`src/rtl/diff_threshold_ctrl.sv`:
```
// ---------------------------------------------------------------------------
// diff_threshold_ctrl
//
// Frame-level controller for the frame-difference binarization stage.
// Counts motion pixels per frame from the binarizer output, adapts the
// binarization threshold between frames, masks the warm-up frames after
// reset and raises a debounced motion alarm. thr_out feeds back into the
// binarizer threshold input and only ever changes at a frame boundary.
//
// Optional feature macro: DIFF_CTRL_PEAK_EN
//   When defined, adds input peak_clr and output peak_cnt, which tracks the
//   largest per-frame motion count seen since reset or the last clear.
//
// Ports:
//   clk          pixel clock
//   rst_n        asynchronous active-low reset
//   bin_clken    binarizer pixel-valid strobe
//   bin_href     binarizer line-valid
//   bin_vsync    binarizer frame sync, high during vertical blanking
//   bin_bit      binarized pixel, 1 = motion
//   cfg_auto_en  1 = adaptive threshold, 0 = fixed threshold from cfg_thr
//   cfg_thr      fixed threshold used when cfg_auto_en = 0
//   peak_clr     (DIFF_CTRL_PEAK_EN only) synchronous clear of peak_cnt
//   peak_cnt     (DIFF_CTRL_PEAK_EN only) largest completed-frame count
//   thr_out      threshold driven to the binarizer
//   frame_valid  1 once warm-up is complete
//   frame_done   one-cycle pulse when frame statistics are updated
//   motion_cnt   motion pixel count of the last completed frame
//   motion_flag  debounced motion alarm
// ---------------------------------------------------------------------------
module diff_threshold_ctrl #(
  parameter logic [7:0] THR_RESET    = 8'd30,
  parameter logic [7:0] THR_MIN      = 8'd8,
  parameter logic [7:0] THR_MAX      = 8'd120,
  parameter logic [7:0] THR_STEP     = 8'd2,
  parameter int         CNT_W        = 20,
  parameter int         CNT_HI       = 40000,
  parameter int         CNT_LO       = 2000,
  parameter int         MOTION_PIX   = 5000,
  parameter int         ALARM_FRAMES = 3
) (
  input  logic             clk,
  input  logic             rst_n,
  input  logic             bin_clken,
  input  logic             bin_href,
  input  logic             bin_vsync,
  input  logic             bin_bit,
  input  logic             cfg_auto_en,
  input  logic [7:0]       cfg_thr,
`ifdef DIFF_CTRL_PEAK_EN
  input  logic             peak_clr,
  output logic [CNT_W-1:0] peak_cnt,
`endif
  output logic [7:0]       thr_out,
  output logic             frame_valid,
  output logic             frame_done,
  output logic [CNT_W-1:0] motion_cnt,
  output logic             motion_flag
);

  typedef enum logic [1:0] {
    SYNC   = 2'd0,
    WARMUP = 2'd1,
    RUN    = 2'd2
  } state_t;

  localparam logic [CNT_W-1:0] CntHi     = CNT_W'(CNT_HI);
  localparam logic [CNT_W-1:0] CntLo     = CNT_W'(CNT_LO);
  localparam logic [CNT_W-1:0] MotionPix = CNT_W'(MOTION_PIX);
  localparam logic [2:0]       AlarmN    = 3'(ALARM_FRAMES);

  state_t           state_q;
  logic             vsync_q;
  logic [CNT_W-1:0] acc_q;
  logic [CNT_W-1:0] acc_d;
  logic [7:0]       thr_q;
  logic [7:0]       thr_d;
  logic             valid_q;
  logic             done_q;
  logic [CNT_W-1:0] cnt_q;
  logic             flag_q;
  logic             flag_d;
  logic [2:0]       on_q;
  logic [2:0]       on_d;
  logic [2:0]       off_q;
  logic [2:0]       off_d;

  logic             qual_pix;
  logic             frame_edge;
  logic             is_motion;
  logic [8:0]       thr_up;
  logic [8:0]       thr_dn;
  logic [8:0]       thr_auto;

  assign qual_pix   = bin_clken & bin_href & bin_bit;
  assign frame_edge = bin_vsync & ~vsync_q;

  // Accumulator next value including the pixel of the current cycle. At an
  // edge this is also the snapshot of the ending frame, so a pixel that
  // coincides with the edge still belongs to the frame that is closing.
  always_comb begin
    acc_d = acc_q;
    if (qual_pix && (acc_q != {CNT_W{1'b1}})) begin
      acc_d = acc_q + CNT_W'(1);
    end
  end

  // Threshold adaptation in 9 bits so the step can never wrap before the
  // clamp. The final clamp also pulls a fixed threshold that was outside the
  // adaptive range back into it on the first auto update.
  always_comb begin
    thr_up = {1'b0, thr_q} + {1'b0, THR_STEP};
    thr_dn = (thr_q >= THR_STEP) ? ({1'b0, thr_q} - {1'b0, THR_STEP}) : 9'd0;
    if (acc_d > CntHi) begin
      thr_auto = thr_up;
    end else if (acc_d < CntLo) begin
      thr_auto = thr_dn;
    end else begin
      thr_auto = {1'b0, thr_q};
    end
    if (!cfg_auto_en) begin
      thr_d = cfg_thr;
    end else if (thr_auto > {1'b0, THR_MAX}) begin
      thr_d = THR_MAX;
    end else if (thr_auto < {1'b0, THR_MIN}) begin
      thr_d = THR_MIN;
    end else begin
      thr_d = thr_auto[7:0];
    end
  end

  // Debounce: consecutive motion / quiet frame counters, each saturating at
  // the alarm length. The flag only moves when one of them reaches it, so an
  // alternating pattern leaves the flag where it was.
  always_comb begin
    is_motion = (acc_d >= MotionPix);
    on_d      = on_q;
    off_d     = off_q;
    flag_d    = flag_q;
    if (is_motion) begin
      off_d = 3'd0;
      on_d  = (on_q < AlarmN) ? on_q + 3'd1 : AlarmN;
      if (on_d == AlarmN) begin
        flag_d = 1'b1;
      end
    end else begin
      on_d  = 3'd0;
      off_d = (off_q < AlarmN) ? off_q + 3'd1 : AlarmN;
      if (off_d == AlarmN) begin
        flag_d = 1'b0;
      end
    end
  end

  // Frame sequencer. SYNC and WARMUP throw away whatever was accumulated,
  // because the binarizer has no valid previous frame yet. In RUN every edge
  // commits the frame statistics so they are visible during cycle E+1, with
  // frame_done marking that cycle.
  always_ff @(posedge clk or negedge rst_n) begin
    if (!rst_n) begin
      state_q <= SYNC;
      vsync_q <= 1'b0;
      acc_q   <= '0;
      thr_q   <= THR_RESET;
      valid_q <= 1'b0;
      done_q  <= 1'b0;
      cnt_q   <= '0;
      flag_q  <= 1'b0;
      on_q    <= 3'd0;
      off_q   <= 3'd0;
    end else begin
      vsync_q <= bin_vsync;
      done_q  <= 1'b0;
      case (state_q)
        SYNC: begin
          if (frame_edge) begin
            acc_q   <= '0;
            state_q <= WARMUP;
          end else begin
            acc_q <= acc_d;
          end
        end
        WARMUP: begin
          if (frame_edge) begin
            acc_q   <= '0;
            valid_q <= 1'b1;
            state_q <= RUN;
          end else begin
            acc_q <= acc_d;
          end
        end
        RUN: begin
          if (frame_edge) begin
            acc_q  <= '0;
            cnt_q  <= acc_d;
            thr_q  <= thr_d;
            on_q   <= on_d;
            off_q  <= off_d;
            flag_q <= flag_d;
            done_q <= 1'b1;
          end else begin
            acc_q <= acc_d;
          end
        end
        default: begin
          acc_q   <= '0;
          state_q <= SYNC;
        end
      endcase
    end
  end

`ifdef DIFF_CTRL_PEAK_EN
  logic [CNT_W-1:0] peak_q;

  // During E+1 motion_cnt already holds the snapshot, so the peak compares
  // against it. A clear in that same cycle wins over the new snapshot.
  always_ff @(posedge clk or negedge rst_n) begin
    if (!rst_n) begin
      peak_q <= '0;
    end else if (peak_clr) begin
      peak_q <= '0;
    end else if (done_q && (cnt_q > peak_q)) begin
      peak_q <= cnt_q;
    end
  end

  assign peak_cnt = peak_q;
`endif

  assign thr_out     = thr_q;
  assign frame_valid = valid_q;
  assign frame_done  = done_q;
  assign motion_cnt  = cnt_q;
  assign motion_flag = flag_q;

endmodule

```
`config.mk`:
```
export PLATFORM = sky130hd
export DESIGN_NAME = diff_threshold_ctrl
export DESIGN_NICKNAME = d
export VERILOG_FILES = /design/src/rtl/diff_threshold_ctrl.sv
export SDC_FILE = /design/constraint.sdc
export NUM_CORES = 1
export LEC_CHECK = 0
export BUFFER_PORTS_ARGS = -buffer_cell sky130_fd_sc_hd__buf_2
export CORE_UTILIZATION = 40
export CTS_BUF_LIST = sky130_fd_sc_hd__clkbuf_4 sky130_fd_sc_hd__clkbuf_8
export DETAILED_ROUTE_END_ITERATION = 10
export PLACE_DENSITY = 0.58
export SYNTH_ARGS = -nofsm -noshare
export SYNTH_HDL_FRONTEND = slang
export SYNTH_SLANG_ARGS = --single-unit
```
`constraint.sdc`:
```
create_clock -name clk -period 11.2 [get_ports clk]
set_input_delay 0.56 -clock clk [delete_from_list [all_inputs] [get_ports clk]]
set_output_delay 0.56 -clock clk [all_outputs]
set_load 0.01 [all_outputs]
```
==> impl_metrics.tcl, run 1 <==
set metrics [dict create \
    number_of_buffers_added_by_the_clock_tree_synthesis_step 9 \
    final_nets 483 \
    worst_setup_path_startpoint "acc_q[0]$_DFF_PN0_" \
    final_antenna_net_count 0 \
    finalHoldViolations 0 \
    grt_first_pass_wirelength_um 14900 \
    syn_avg_cell_area_um2 8.71 \
    first_global_vias 3009 \
    ys_seq_area_frac 0.406 \
    area_growth_syn_to_layout_pct 12.7 \
    design.portCount 46 \
    post_cts.repair.setup_buffers 0 \
    portBuffers 45 \
    timing.setup.tns_ps 0 \
    core_area_um2 8850 \
    cts.reportedPaths.clkPinSlew_ps 60 \
    drt-total-wl_um 8890 \
    setup.worst_path.class "reg -> reg" \
    synthesis.yosys.warnings 0 \
    p_per_area_nw_per_um2 170 \
    yosys_most_used_dff "sky130_fd_sc_hd__dfrtp_1" \
    cts-root-buf "sky130_fd_sc_hd__clkbuf_8" \
    drt_first_iter_violations 225 \
    most-common-layout-cells "sky130_fd_sc_hd__dfrtp_1, sky130_fd_sc_hd__nand2_1, sky130_fd_sc_hd__nor2_1" \
    synth-edff-count 0 \
    synthesis.area_um2 3710 \
    synth.top_cell.area_share 0.377 \
    timing.critical_path.from_type "flip-flop" \
    ff2ff_path_depth 12 \
    std_cell_rows 34 \
    post_route_cells_drive_above_1_share 0.195 \
    critPathCaptureType "flip-flop" \
    holdCritPathClass "in -> reg" \
    global_route.usage.total 0.198 \
    pin_count_of_the_biggest_net_entering_global_routing 61 \
    postCtsResizedCells 0 \
    critical_path_arrival_ps 4550 \
    filler_cell_count 878 \
    insertion_delay_ps 340 \
    finalCritPeriodShare 0.383 \
    finalHoldWorstSlack_ps 336 \
    relSlewSlack 0.449 \
    antenna_found_initial 0 \
    ctsLongestPathBuffers 2 \
    ys_ff_latch 60 \
    max_transition_viols_final 0 \
    holdBufCountCts 0 \
    final_period_minus_worst_setup_slack_ps 4290 \
    setup_repair_after_global_routing_missed_its_margin "false" \
    first_pass_iters 7 \
    worst_r2r_startpoint "acc_q[0]$_DFF_PN0_" \
    globalplace.congestion 0.890 \
    avgViaCountPerCell 5.62 \
    place.detailed.hpwl_um 6430 \
    reg2reg_setup_slack_ps 6910 \
    crit_fanout 9 \
    reg2reg_capture_point "thr_out[1]$_DFFE_PN1P_" \
    maxClockFrequency_mhz 233 \
    wl_per_cell_um 15.5 \
    die_outline_width_um 98.3 \
    cp.required_ps 11450 \
    mostFrequentLayoutCell "sky130_fd_sc_hd__dfrtp_1" \
    floorplan.die_area_um2 9670 \
    outcome "complete, no violations" \
    yosys-top-cells-area "sky130_fd_sc_hd__dfrtp_1, sky130_fd_sc_hd__o21ai_0, sky130_fd_sc_hd__nand2_1" \
    report.final.setup_viol 0 \
    vias 3225 \
    grt_overflow_total 0 \
    drcViolationCount 0 \
    mappedNetlistNets 446 \
    cts_tree "done" \
    critPathCapture "thr_out[1]$_DFFE_PN1P_" \
    fp.dieH_um 98.3 \
    initial_core_util 0.420 \
    synthDistinctLibCells 83 \
    max_slew.worst_pin.slew_ps 824 \
    synthCells 426 \
    cts-htree-levels 3 \
    async_reset_ff_frac 1.00 \
    max_capacitance_violation_total 0 \
    fin_skew_ps 8.48 \
    leakagePower_uw 0.00178 \
    worst_ir_drop_vdd_v 0.0000815 \
    diodes 0 \
    clkSinkCount 60 \
    synth_top_cell_by_area "sky130_fd_sc_hd__dfrtp_1" \
]
## power by group
group | switching (µW) | internal, µW | total [µW] | leakage [µW]
sequential | 44.0 | 253 | 297 | 0.000800
combinational | 125 | 89.9 | 215 | 0.000878
clock | 84.1 | 115 | 199 | 0.000102
total | 254 | 458 | 712 | 0.00178
## cells in the mapped netlist (3+ instances only)
cell / n
sky130_fd_sc_hd__nand3_1: 9
sky130_fd_sc_hd__nand3b_1: 6
sky130_fd_sc_hd__or2_2: 3
sky130_fd_sc_hd__xnor2_1: 14
sky130_fd_sc_hd__dfstp_2: 4
sky130_fd_sc_hd__and3_1: 4
sky130_fd_sc_hd__nor2b_1: 3
sky130_fd_sc_hd__a211oi_1: 4
sky130_fd_sc_hd__nand4_1: 9
sky130_fd_sc_hd__a21oi_1: 8
sky130_fd_sc_hd__mux2i_1: 4
sky130_fd_sc_hd__nand2_1: 53
sky130_fd_sc_hd__dfrtp_1: 56
sky130_fd_sc_hd__o211ai_1: 5
sky130_fd_sc_hd__ha_1: 5
sky130_fd_sc_hd__nor3_1: 14
sky130_fd_sc_hd__and2_1: 3
sky130_fd_sc_hd__nand2b_1: 3
sky130_fd_sc_hd__or3_1: 3
sky130_fd_sc_hd__clkbuf_1: 12
sky130_fd_sc_hd__inv_1: 16
sky130_fd_sc_hd__o21ai_0: 42
sky130_fd_sc_hd__o221ai_1: 5
sky130_fd_sc_hd__buf_2: 6
sky130_fd_sc_hd__nor2_1: 51
sky130_fd_sc_hd__xor2_1: 3
sky130_fd_sc_hd__a31oi_1: 3
sky130_fd_sc_hd__nor4_1: 6
## how the worst min path moves through the flow
stage | startpoint | end | slack [ps] | depth (start not counted)
6_report | bin_vsync | vsync_q$_DFF_PN0_ | 340 | 1
5_1_grt | bin_vsync | vsync_q$_DFF_PN0_ | 320 | 1
4_1_cts | bin_vsync | vsync_q$_DFF_PN0_ | 330 | 1
3_5_place_dp | frame_valid$_DFFE_PN0P_ | frame_valid$_DFFE_PN0P_ | 460 | 1
3_3_place_gp | frame_valid$_DFFE_PN0P_ | frame_valid$_DFFE_PN0P_ | 450 | 1
2_1_floorplan | rst_n | acc_q[0]$_DFF_PN0_ | 260 | 0
## registers in the layout, indices dropped and copies added (netlist names)
signal       cells
vsync_q          1
state_q          2
motion_flag      1
motion_cnt      20
frame_done       1
off_q            3
acc_q           20
frame_valid      1
on_q             3
thr_out          8
## final cells by class
class	instances	area (µm²)	area share
inverter	16	60.1	0.0144
sequential	60	1510	0.360
multi-input combinational	329	2050	0.489
tap	108	135	0.0323
clock buffer	12	159	0.0380
clock inverter	2	35.0	0.00838
timing repair buffer	47	240	0.0574
## routing by layer
| metal | vias up | global-route usage | wire length (µm) |
|---|---|---|---|
| li1 | 1623 | - | - |
| met1 | 1497 | 0.290 | 4580 |
| met2 | 89 | 0.281 | 3700 |
| met3 | 16 | 0.0365 | 420 |
| met4 | 0 | 0.0884 | 199 |
| met5 | - | 0 | 0 |
## metrics by stage
stage / setup WS (ps) / utilization / instances / total power (µW) / area, µm²
2_1_floorplan: 7460 / - / 426 / 443 / 3710
3_3_place_gp: 7030 / 0.451 / 560 / 517 / 3990
3_5_place_dp: 6980 / 0.451 / 560 / 512 / 3990
4_1_cts: 6960 / 0.473 / 574 / 713 / 4180
5_1_grt: 6580 / 0.473 / 574 / 757 / 4180
6_report: 6910 / 0.473 / 574 / 712 / 4180
## cells by family (layout without fill, tap and decap cells)
group,Yosys count,in the layout,synth area share
AOI/OAI and AO/OA,109,109,0.206
xor gates and xnor gates,17,17,0.0401
adders and majority gates,5,5,0.0169
buffers and inverters,37,77,0.0428
DFF,60,60,0.406
muxes,7,7,0.0199
and+or+nand+nor,191,191,0.268
## worst max-delay path: stages (launching register included)
cell	delay [ps]
sky130_fd_sc_hd__dfrtp_1	480
sky130_fd_sc_hd__ha_1	290
sky130_fd_sc_hd__nand3_2	140
sky130_fd_sc_hd__or4_1	690
sky130_fd_sc_hd__nor2_1	230
sky130_fd_sc_hd__mux2_2	410
sky130_fd_sc_hd__o32a_1	390
sky130_fd_sc_hd__nor2_1	420
sky130_fd_sc_hd__o21a_2	330
sky130_fd_sc_hd__o221ai_1	210
sky130_fd_sc_hd__a311oi_2	310
sky130_fd_sc_hd__o21ai_1	140
sky130_fd_sc_hd__o221ai_1	170
Note: power is estimated with default switching activity, not from simulation.
==> inputs of run 2 (changes only) <==
- PLACE_DENSITY: 0.58 -> 0.6
- clock period: 11.2 -> 3.9 ns (I/O delays scaled with it)
==> impl_metrics.tcl, run 2 (synthesis results as in run 1) <==
set metrics [dict create \
    most_congested_layer_reported_by_global_routing "met2" \
    critPathCaptureType "flip-flop" \
    met1_usage_in_global_routing 0.287 \
    critical_path_arrival_ps 4090 \
    grt_overflow_total 0 \
    register_area_um2 1510 \
    worst_slack_ps 60.9 \
    max_slew.worst_pin.slew_ps 793 \
    path_cells "ha_2, nand3_4, or4_4, or3b_4, o31a_1, a211oi_4, and4b_4, mux2_1, o22ai_1, a311oi_2, a221oi_1" \
    cts.reportedPaths.clkPinSlew_ps 70 \
    cts-root-buf "sky130_fd_sc_hd__clkbuf_8" \
    ctsLongestPathBuffers 2 \
    cts-htree-levels 3 \
    mostFrequentLayoutCell "sky130_fd_sc_hd__dfrtp_1" \
    finalHoldViolations 0 \
    final_period_minus_worst_setup_slack_ps 3840 \
    met3_usage 0.0408 \
    floorplan.die_area_um2 9670 \
    antenna_found_initial 0 \
    groute.layer.met2.usage 0.320 \
    core_area_um2 8850 \
    hold_end "thr_out[7]$_DFFE_PN0P_" \
    maxClockFrequency_mhz 260 \
    die_outline_width_um 98.3 \
    fp.dieH_um 98.3 \
    fin_skew_ps 11.3 \
    diodes 0 \
    drt-total-wl_um 9470 \
    multiInputGateArea_um2 2110 \
    p_per_area_nw_per_um2 484 \
    design.portCount 46 \
    vias 3480 \
    finalCritPeriodShare 0.984 \
    place.detailed.hpwl_um 6860 \
    report.final.setup_viol 0 \
    max_transition_viols_final 0 \
    globalplace.congestion 0.953 \
    global_route.usage.total 0.207 \
    holdCritPathClass "in -> reg" \
    reg2reg_capture_point "thr_out[3]$_DFFE_PN1P_" \
    first_global_vias 3278 \
    outcome "complete, no violations" \
    filler_cell_count 852 \
    clkSinkCount 60 \
    max_capacitance_violation_total 0 \
    cts_tree "done" \
    finalHoldWorstSlack_ps 84.2 \
    portBuffers 45 \
    area_growth_syn_to_layout_pct 20.8 \
    grt_first_pass_wirelength_um 16000 \
    post_route_cells_drive_above_1_share 0.254 \
    most-common-layout-cells "sky130_fd_sc_hd__dfrtp_1, sky130_fd_sc_hd__nand2_1, sky130_fd_sc_hd__nor2_1" \
    pin_count_of_the_biggest_net_entering_global_routing 39 \
    final_nets 507 \
    ff2ff_path_depth 11 \
    leakagePower_uw 0.00193 \
    insertion_delay_ps 350 \
    first_pass_iters 6 \
    worstHoldPathCells 3 \
    number_of_buffers_added_by_the_clock_tree_synthesis_step 9 \
    worstHoldStart "cfg_thr[7]" \
    setup.worst_path.class "reg -> reg" \
    final_antenna_net_count 0 \
    timing.critical_path.from_type "flip-flop" \
    wl_per_cell_um 15.8 \
    cp.required_ps 4150 \
    worst_r2r_startpoint "acc_q[0]$_DFF_PN0_" \
    detailedPlace.worstSlack_ps -144 \
    reg2reg_setup_slack_ps 60 \
    drcViolationCount 0 \
    relSlewSlack 0.471 \
    drt_first_iter_violations 234 \
    crit_path_top_delay_cell "sky130_fd_sc_hd__or4_4" \
    crit_fanout 5 \
    initial_core_util 0.420 \
    std_cell_rows 34 \
    largest_stage_delay_worst_path_ps 570 \
    avgViaCountPerCell 5.80 \
    worst_ir_drop_vdd_v 0.000270 \
]
## run 2: worst max-delay path: cells and delay by family, from the launching register on
kind | cells | cell delay (ps)
AND/OR/NAND/NOR | 4 | 1410
multiplexers | 1 | 320
adder cells (fa/ha/maj) | 1 | 210
flip-flops | 1 | 350
AO/OA/AOI/OAI | 5 | 1460
## run 2: layout make-up
type | count | share of cell area
Sequential cell | 60 | 0.336
Multi-Input combinational cell | 329 | 0.471
Tap cell | 108 | 0.0301
Clock buffer | 13 | 0.0385
Inverter | 16 | 0.0134
Clock inverter | 3 | 0.0151
Timing Repair Buffer | 71 | 0.0957
## run 2: power by group
part	leakage, µW	switching (µW)	internal, µW
Sequential	0.000799	121	728
Combinational	0.00101	366	274
Clock	0.000119	262	420
Total	0.00193	749	1420
## run 2: layer usage
metal	wire, µm	up-vias
met5	0	-
met4	210	0
met3	561	23
met2	4150	117
met1	4550	1667
li1	-	1673
## run 2: through the flow
| stage | instance area [µm²] | instances | TNS [ps] | total power (µW) | util |
|---|---|---|---|---|---|
| 3_3_place_gp | 4120 | 578 | -496 | 1480 | 0.466 |
| 3_5_place_dp | 4120 | 578 | -430 | 1480 | 0.466 |
| 2_1_floorplan | 3710 | 426 | 0 | 1270 | - |
| 4_1_cts | 4390 | 596 | 0 | 2160 | 0.496 |
| 6_report | 4490 | 600 | 0 | 2170 | 0.507 |
| 5_1_grt | 4490 | 600 | -97.3 | 2300 | 0.507 |
## run 2: worst max-delay path by stage
stage                        startpoint                      to  slack [ps]  cells past startpoint
detailed placement  acc_q[11]$_DFF_PN0_  thr_out[1]$_DFFE_PN1P_        -140                     11
global route         acc_q[1]$_DFF_PN0_  thr_out[3]$_DFFE_PN1P_         -50                     11
CTS                 acc_q[11]$_DFF_PN0_  thr_out[1]$_DFFE_PN1P_           5                     11
floorplan            acc_q[1]$_DFF_PN0_  thr_out[3]$_DFFE_PN1P_         160                     12
finish               acc_q[0]$_DFF_PN0_  thr_out[3]$_DFFE_PN1P_          60                     11
global placement    acc_q[11]$_DFF_PN0_  thr_out[1]$_DFFE_PN1P_        -160                     11
## run 2: what timing repair did
action | CTS | global route
endpoints found under the setup margin | 4 | 4
hold endpoints to repair | 36 | 0
pin swaps | 0 | 4
hold buffers | 2 | 0
resized for setup | 1 | 13
buffers inserted | 0 | 4
==> inputs of run 3 (changes only) <==
- BUFFER_PORTS_ARGS: -buffer_cell sky130_fd_sc_hd__buf_2 -> not set
- DONT_BUFFER_PORTS: not set -> 1
- PLACE_DENSITY: 0.6 -> 0.55
==> impl_metrics.tcl, run 3 (synthesis results as in run 1) <==
set metrics [dict create \
    max_transition_viols_final 0 \
    portBuffers 0 \
    fin_skew_ps 11.1 \
    worst_ir_drop_vdd_v 0.000270 \
    area_growth_syn_to_layout_pct 12.9 \
    clkSinkCount 60 \
    wl_per_cell_um 16.5 \
    timing.critical_path.from_type "flip-flop" \
    timing.critical_path.depth 12 \
    cp.required_ps 4150 \
    std_cell_rows 34 \
    relSlewSlack 0.518 \
    first_pass_iters 10 \
    diodes 0 \
    globalplace.congestion 0.950 \
    insertion_delay_ps 340 \
    finalHoldViolations 0 \
    maxClockFrequency_mhz 265 \
    holdCritPathClass "in -> reg" \
    pin_count_of_the_biggest_net_entering_global_routing 61 \
    place.detailed.hpwl_um 6470 \
    leakagePower_uw 0.00168 \
    design.portCount 46 \
    largest_stage_delay_worst_path_ps 610 \
    critPathCaptureType "flip-flop" \
    max_slew.worst_pin.slew_ps 723 \
    vias 3204 \
    fp.dieH_um 98.3 \
    final_period_minus_worst_setup_slack_ps 3770 \
    grt_first_pass_wirelength_um 14900 \
    first_global_vias 3058 \
    antenna_found_initial 0 \
    drt-total-wl_um 9050 \
    number_of_buffers_added_by_the_clock_tree_synthesis_step 9 \
    max_capacitance_violation_total 0 \
    timing.setup.tns_ps 0 \
    crit_fanout 8 \
    grt_overflow_total 0 \
    avgViaCountPerCell 5.84 \
    post_route_cells_drive_above_1_share 0.163 \
    critical_path_arrival_ps 4020 \
    worst_slack_ps 133 \
    finalPower_uw 2050 \
    filler_cell_count 864 \
    final_nets 458 \
    report.final.setup_viol 0 \
    ff2ff_path_depth 12 \
    most-common-layout-cells "sky130_fd_sc_hd__dfrtp_1, sky130_fd_sc_hd__nand2_1, sky130_fd_sc_hd__nor2_1" \
    critPathBufInv 0 \
    finalCritPeriodShare 0.966 \
    path_delay_family "simple AND/OR/NAND/NOR gates" \
    p_per_area_nw_per_um2 488 \
    die_outline_width_um 98.3 \
    worst_setup_path_startpoint "acc_q[0]$_DFF_PN0_" \
    mostFrequentLayoutCell "sky130_fd_sc_hd__dfrtp_1" \
    path_cells "ha_2, nand3_2, or4_4, or3b_1, o31a_1, a211o_2, nor2_2, nand3_1, o311a_1, or3_1, o21ai_1, o221ai_2" \
    cts-htree-levels 3 \
    setup_repair_after_global_routing_missed_its_margin "false" \
    worstHoldStart "cfg_thr[2]" \
    drcViolationCount 4 \
    final_antenna_net_count 0 \
    core_area_um2 8850 \
    drt_first_iter_violations 152 \
    global_route.usage.total 0.193 \
    cts.reportedPaths.clkPinSlew_ps 70 \
    worstHoldPathCells 2 \
    worst_r2r_startpoint "acc_q[0]$_DFF_PN0_" \
    floorplan.die_area_um2 9670 \
    failed_checks "design-rule violations" \
    initial_core_util 0.420 \
    crit_path_top_delay_cell "sky130_fd_sc_hd__or4_4" \
    detailedPlace.worstSlack_ps 24.3 \
    outcome "complete, but fails checks" \
    ctsLongestPathBuffers 2 \
    cts_tree "done" \
    setup.worst_path.class "reg -> reg" \
    cts-root-buf "sky130_fd_sc_hd__clkbuf_8" \
]
## run 3: where the power goes
group | internal, µW | switching (µW) | leakage (µW) | total [µW]
clock | 358 | 236 | 0.000108 | 594
combinational | 243 | 320 | 0.000771 | 564
sequential | 728 | 161 | 0.000800 | 890
## run 3: metrics by stage
stage,cells,util,hold WS (ps),area (µm²)
after floorplan,426,-,-101,3710
after global placement,531,0.439,-99.1,3880
after detailed placement,531,0.439,-98.8,3880
after CTS,549,0.469,6.62,4150
after global routing,549,0.474,22.5,4190
final,549,0.474,19.8,4190
## run 3: final timing paths
kind,slack (ps),to
max,130,thr_out[1]$_DFFE_PN1P_
min,20,thr_out[2]$_DFFE_PN1P_
max reg2reg,130,thr_out[1]$_DFFE_PN1P_
min reg2reg,490,state_q[0]$_DFFE_PN0P_
max in group asynchronous,3190,thr_out[4]$_DFFE_PN1P_
min in group asynchronous,380,motion_cnt[11]$_DFFE_PN0P_
## run 3: layout make-up
class / instances / area [µm²] / area share
Clock buffer: 13 / 179 / 0.0427
Sequential cell: 60 / 1510 / 0.359
Clock inverter: 1 / 30.0 / 0.00716
Tap cell: 108 / 135 / 0.0322
Multi-Input combinational cell: 329 / 2090 / 0.498
Inverter: 16 / 60.1 / 0.0143
Timing Repair Buffer: 22 / 193 / 0.0460
## run 3: per-layer routing
| layer | global-route usage | wire [µm] | vias up |
|---|---|---|---|
| met4 | 0.0735 | 146 | 0 |
| met1 | 0.275 | 4330 | 1524 |
| li1 | - | - | 1568 |
| met2 | 0.290 | 4040 | 96 |
| met3 | 0.0372 | 536 | 16 |
| met5 | 0 | 0 | - |
## run 3: timing repair
action                                  in CTS  in global routing
hold buffers                                 4                  0
setup buffers                                0                  0
hold endpoints to repair                    62                  0
endpoints found under the setup margin       0                  5
gates resized for setup                      0                  9
